<file path="src/rtl/fifo_rd_streamer_pkg.sv">
// ============================================================================
//  Module      : Shared_Pkg
//  Description : Constants and types shared by the FIFO and its read-side
//                streamer. FIFO_WIDTH is the FIFO word width; the streamer
//                defaults (output buffer depth, transfer counter width) live
//                here so that integrators can tune them in one place.
//  Revision    : 1.0 - initial release
// ============================================================================
`default_nettype none

package Shared_Pkg;

    localparam int FIFO_WIDTH       = 16;
    localparam int STREAM_BUF_DEPTH = 3;
    localparam int XFER_CNT_WIDTH   = 16;

    typedef logic [FIFO_WIDTH-1:0] fifo_word_t;

endpackage : Shared_Pkg

`default_nettype wire

</file>
<file path="src/rtl/fifo_rd_streamer_skid_buf.sv">
// ============================================================================
//  Module      : stream_skid_buf
//  Description : Small circular output buffer for the FIFO read streamer.
//                Words are pushed at the write pointer and presented at the
//                read pointer; both pointers wrap at DEPTH. The head word and
//                the valid flag come straight from registers.
//  Ports       : clk, rst_n        - clock, synchronous active-low reset
//                i_push/i_push_data - write one word
//                i_pop             - consume the head word (ignored if empty)
//                o_data/o_valid    - head word and "buffer not empty"
//                o_occ             - number of buffered words (0..DEPTH)
//  Revision    : 1.0 - initial release
// ============================================================================
`default_nettype none

module stream_skid_buf #(
    parameter int WIDTH = 16,
    parameter int DEPTH = 3,
    localparam int OCC_W = $clog2(DEPTH + 1),
    localparam int PTR_W = $clog2(DEPTH)
) (
    input  logic             clk,
    input  logic             rst_n,
    input  logic             i_push,
    input  logic [WIDTH-1:0] i_push_data,
    input  logic             i_pop,
    output logic [WIDTH-1:0] o_data,
    output logic             o_valid,
    output logic [OCC_W-1:0] o_occ
);

    logic [WIDTH-1:0] r_mem [DEPTH];
    logic [PTR_W-1:0] r_rd_ptr;
    logic [PTR_W-1:0] r_wr_ptr;
    logic [OCC_W-1:0] r_occ;
    logic             w_pop;

    function automatic logic [PTR_W-1:0] f_next_ptr(input logic [PTR_W-1:0] p);
        return (p == PTR_W'(DEPTH - 1)) ? '0 : p + 1'b1;
    endfunction

    // A pop on an empty buffer is meaningless; drop it rather than corrupt occ.
    assign w_pop = i_pop & (r_occ != '0);

    always_ff @(posedge clk) begin
        if (!rst_n) begin
            // Storage is cleared too so the head word reads 0 out of reset.
            for (int i = 0; i < DEPTH; i++) begin
                r_mem[i] <= '0;
            end
            r_rd_ptr <= '0;
            r_wr_ptr <= '0;
            r_occ    <= '0;
        end else begin
            if (i_push) begin
                r_mem[r_wr_ptr] <= i_push_data;
                r_wr_ptr        <= f_next_ptr(r_wr_ptr);
            end
            if (w_pop) begin
                r_rd_ptr <= f_next_ptr(r_rd_ptr);
            end
            if (i_push && !w_pop) begin
                r_occ <= r_occ + 1'b1;
            end else if (!i_push && w_pop) begin
                r_occ <= r_occ - 1'b1;
            end
        end
    end

    // The upstream credit rule must never let a push land on a full buffer.
    always_ff @(posedge clk) begin : p_overflow_chk
        if (rst_n && i_push && !w_pop) begin
            assert (r_occ != OCC_W'(DEPTH));
        end
    end

    assign o_data  = r_mem[r_rd_ptr];
    assign o_valid = (r_occ != '0);
    assign o_occ   = r_occ;

endmodule : stream_skid_buf

`default_nettype wire

</file>
<file path="src/rtl/fifo_rd_streamer.sv">
// ============================================================================
//  Module      : fifo_rd_streamer
//  Description : Read-side consumer of the synchronous FIFO. Issues FIFO
//                reads against a credit budget (buffered + in-flight words
//                must stay below BUF_DEPTH), captures the data one cycle
//                later into a small output buffer and presents it as a
//                valid/ready stream. fifo_rd_en never depends on m_ready.
//                Counts accepted words and flags FIFO underflow (sticky).
//  Ports       : clk, rst_n                    - clock, sync active-low reset
//                enable                        - permit new FIFO reads
//                fifo_data_out/empty/underflow - FIFO read-side status/data
//                fifo_rd_en                    - FIFO read request
//                m_data/m_valid/m_ready        - output stream
//                xfer_count                    - accepted-word counter (wraps)
//                err_underflow                 - sticky underflow error
//  Revision    : 1.0 - initial release
// ============================================================================
`default_nettype none

module fifo_rd_streamer
    import Shared_Pkg::*;
#(
    parameter int FIFO_WIDTH = Shared_Pkg::FIFO_WIDTH,
    parameter int BUF_DEPTH  = STREAM_BUF_DEPTH,
    parameter int CNT_WIDTH  = XFER_CNT_WIDTH
) (
    input  logic                  clk,
    input  logic                  rst_n,
    input  logic                  enable,
    input  logic [FIFO_WIDTH-1:0] fifo_data_out,
    input  logic                  fifo_empty,
    input  logic                  fifo_underflow,
    output logic                  fifo_rd_en,
    output logic [FIFO_WIDTH-1:0] m_data,
    output logic                  m_valid,
    input  logic                  m_ready,
    output logic [CNT_WIDTH-1:0]  xfer_count,
    output logic                  err_underflow
);

    localparam int OCC_W = $clog2(BUF_DEPTH + 1);

    logic                 r_inflight;
    logic [CNT_WIDTH-1:0] r_xfer_count;
    logic                 r_err_underflow;

    logic [OCC_W-1:0]     w_occ;
    logic [OCC_W:0]       w_credit_used;
    logic                 w_push;
    logic                 w_pop;

    // Credit check uses only registered state, so m_ready has no path here.
    assign w_credit_used = {1'b0, w_occ} + {{OCC_W{1'b0}}, r_inflight};
    assign fifo_rd_en    = rst_n & enable & ~fifo_empty
                         & (w_credit_used < (OCC_W + 1)'(BUF_DEPTH));

    // A word returned with the underflow flag is garbage and is dropped.
    assign w_push = r_inflight & ~fifo_underflow;
    assign w_pop  = m_valid & m_ready;

    always_ff @(posedge clk) begin
        if (!rst_n) begin
            r_inflight      <= 1'b0;
            r_xfer_count    <= '0;
            r_err_underflow <= 1'b0;
        end else begin
            r_inflight <= fifo_rd_en;
            if (w_pop) begin
                r_xfer_count <= r_xfer_count + 1'b1;
            end
            if (r_inflight && fifo_underflow) begin
                r_err_underflow <= 1'b1;
            end
        end
    end

    stream_skid_buf #(
        .WIDTH (FIFO_WIDTH),
        .DEPTH (BUF_DEPTH)
    ) u_skid_buf (
        .clk         (clk),
        .rst_n       (rst_n),
        .i_push      (w_push),
        .i_push_data (fifo_data_out),
        .i_pop       (w_pop),
        .o_data      (m_data),
        .o_valid     (m_valid),
        .o_occ       (w_occ)
    );

    assign xfer_count    = r_xfer_count;
    assign err_underflow = r_err_underflow;

endmodule : fifo_rd_streamer

`default_nettype wire

</file>
<file path="config.mk">
export PLATFORM = sky130hd
export DESIGN_NAME = fifo_rd_streamer
export DESIGN_NICKNAME = d
export VERILOG_FILES = /design/src/rtl/fifo_rd_streamer_pkg.sv /design/src/rtl/fifo_rd_streamer_skid_buf.sv /design/src/rtl/fifo_rd_streamer.sv
export SDC_FILE = /design/constraint.sdc
export NUM_CORES = 1
export LEC_CHECK = 0
export CELL_PAD_IN_SITES_DETAIL_PLACEMENT = 1
export CELL_PAD_IN_SITES_GLOBAL_PLACEMENT = 2
export CORE_ASPECT_RATIO = 1.1
export CORE_MARGIN = 4
export CORE_UTILIZATION = 30
export CTS_CLUSTER_SIZE = 24
export DETAILED_ROUTE_END_ITERATION = 8
export PLACE_DENSITY = 0.64
export SLEW_MARGIN = 25
export SYNTH_ARGS = -nofsm -noshare
export SYNTH_HDL_FRONTEND = slang
export SYNTH_HIERARCHICAL = 1
export SYNTH_SLANG_ARGS = --single-unit
</file>
<file path="constraint.sdc">
create_clock -name clk -period 5.4 [get_ports clk]
set_input_delay 0.81 -clock clk [delete_from_list [all_inputs] [get_ports clk]]
set_output_delay 0.81 -clock clk [all_outputs]
set_load 0.005 [all_outputs]
</file>
==> out/qor.csv <==
metric;value;unit
status;finished clean;
max capacitance violation total;0;
Max VDD drop;0.1701;mV
Worst slew margin;45.39;%
WHS;479.9;ps
Post-Synth XOR/XNOR Area;2.713;%
#FFs+latches synth;90;
global-route wire length before repair;13650;um
H-tree depth;3;
Routed WL;8407;um
Clock transition at path regs;60;ps
Worst-Margin Slew;818.1;ps
antenna diode count;0;
DRC errors left;0;
Final TNS setup;0;ps
wire length per cell;17.12;um
Slew Limit Fails;0;
Leakage;1.717;nW
Die X;116.3;um
core area;12640;um2
Post-Synth Simple-Gate Area;17.38;%
syn_nets;294;
share of layout cells above drive strength 1;11.38;%
min Tclk post-route;3541;ps
CTS max path bufs;2;
cells after synthesis;268;
DIE AREA;14800;um2
min-delay src;err_underflow;
Most used DFF post-synth;edfxtp_1;
Critical Path Source Type;primary input;
Max Fclk;282.4;MHz
io pins;57;
Yosys top cell by area;edfxtp_1;
mux cell area share after synthesis;10.66;%
gpl congestion;0.7196;
HP Class;reg -> reg;
CTS tree;built;
Critical Path AT;2730;ps
largest cells by area after synthesis;edfxtp_1 (50%), dfxtp_1 (13%), and2_1 (8.2%);
area grow syn2layout;27.87;%
GRT Resource Usage Total;12.37;%
Adder-Cell Fraction of Synth Area;1.292;%
most frequent cell after synthesis;edfxtp_1;
ys async rst share;0;%
crit path from;rst_n;
Root Driver;clkbuf_16;
Yosys top cell area share;49.61;%
largest net degree at the start of global routing;18;
Post-synth EDFFs;64;
# setup viols final;0;
origin of the critical flop-to-flop path;u_skid_buf/o_occ[0];
Detail Placement HPWL;5420;um
hold path depth;2;
Synth Area in Compound Gates;2.875;%
via density per instance;4.802;
fill cell count;1335;
num rows;43;
TritonCTS Buffers;9;
Pwr per Cell Area;320.7;nW/um2
initial antenna violation count;0;
Setup Buffers After CTS;0;
final period utilization;65.58;%
RSZ-0062 raised after global routing;false;
top cells by instance count after synthesis;edfxtp_1 (64), and2_1 (51), dfxtp_1 (26), nand2_1 (13), nor2_1 (13);
starting density of the core;30.64;%
Crit path required time;4590;ps
post-synthesis sequential area ratio;63.05;%
R2R depth;6;
grt ovf;0;
Synth Cell Area;3874;um2
vias in the first global route;2544;
Ys Warns;6;
PortBufs;56;
Yosys cell types;42;
Hold Fails Final Rpt;0;
Die Ht;127.2;um
syn avg cell area;14.45;um2
Routed Antenna Nets;0;
via count;2358;
Clock Latency Late Sink;340;ps
Post-CTS Hold Buffers;0;
type of the worst setup path;in -> out;
Power Total;1.588;mW
post-CTS sizing;0;
DR iter-0 viols;110;
Layout Nets;355;
Post-Route Skew;8.724;ps
largest family of logic cells by synthesized area;simple AND/OR/NAND/NOR gates;
router iterations before antenna repair;4;
Crit. End Element;primary output;
crit-path max FO;17;
Num Clock Sinks;90;
[layout make-up]
| type | instances | area (um2) | share of cell area [%] |
|---|---|---|---|
| inverter | 2 | 7.507 | 0.1516 |
| timing repair buffer | 60 | 590.6 | 11.92 |
| clock buffer | 9 | 225.2 | 4.547 |
| clock inverter | 7 | 138.9 | 2.804 |
| multi-input combinational | 166 | 1353 | 27.30 |
| tap | 157 | 196.4 | 3.966 |
| sequential | 90 | 2442 | 49.31 |
[power by group]
part / total (mW) / internal [mW] / switching (mW)
clock network: 0.758 / 0.499 / 0.259
registers: 0.759 / 0.753 / 0.00569
logic: 0.0717 / 0.0399 / 0.0318
total: 1.59 / 1.29 / 0.296
[flip-flops by register name (all words and copies together), names as in the netlist, named ones only]
signal and count:
err_underflow 1, xfer_count 16, u_skid_buf/r_mem 64, u_skid_buf/r_wr_ptr 2, u_skid_buf/o_occ 2, u_skid_buf/r_rd_ptr 2, r_inflight 1
[kinds of logic (layout without fill, tap and decap cells)]
kind of cell	count (synthesis)	after routing
AOI/OAI and AO/OA	18	18
adders and majority gates	4	4
muxes	19	19
DFF	90	90
buffers and inverters	12	78
and+or+nand+nor	113	113
xor gates and xnor gates	12	12
[worst paths after layout]
kind                          to  slack (ps)
max reg2reg  u_skid_buf/o_occ[1]        3430
max                   fifo_rd_en        1860
min                err_underflow         480
min reg2reg        err_underflow         480
[metrics by stage]
step	util, %	cell area, um2	setup WS, ps	std cells
2_1_floorplan	-	3874	2528	268
3_3_place_gp	36.30	4589	1783	475
3_5_place_dp	36.30	4589	1773	475
4_1_cts	39.18	4954	1740	491
5_1_grt	39.18	4954	1581	491
6_report	39.18	4954	1859	491
[metal layers]
layer  vias to the layer above  routed length (um)  global-route usage [%]
met3                        10                 453                   3.032
met2                        56                4010                   19.60
met1                      1178                3788                   15.88
met4                         0                 154                   5.734
met5                         -                   0                       0
li1                       1114                   -                       -
[critical path, stage by stage]
cell	delay, ps
clkdlybuf4s50_1	840
nand2_1	130
a2111oi_0	370
clkdlybuf4s50_1	580
[placed cells by master, fill, tap and decap left out, drive strengths merged, types with 3 or more instances in the layout]
cell,n
nand2b,4
ha,4
and4,3
a21boi,4
mux2i,3
buf,4
o21ai,8
clkbuf,9
xor2,8
clkdlybuf4s50,56
inv,3
nor2,16
and2,51
bufinv,4
xnor2,4
nor4,3
nand2,13
or3,5
a21oi,4
nand3,5
edfxtp,64
dfxtp,26
nand4,6
mux4,16
Power figures use the tool's default switching activity.
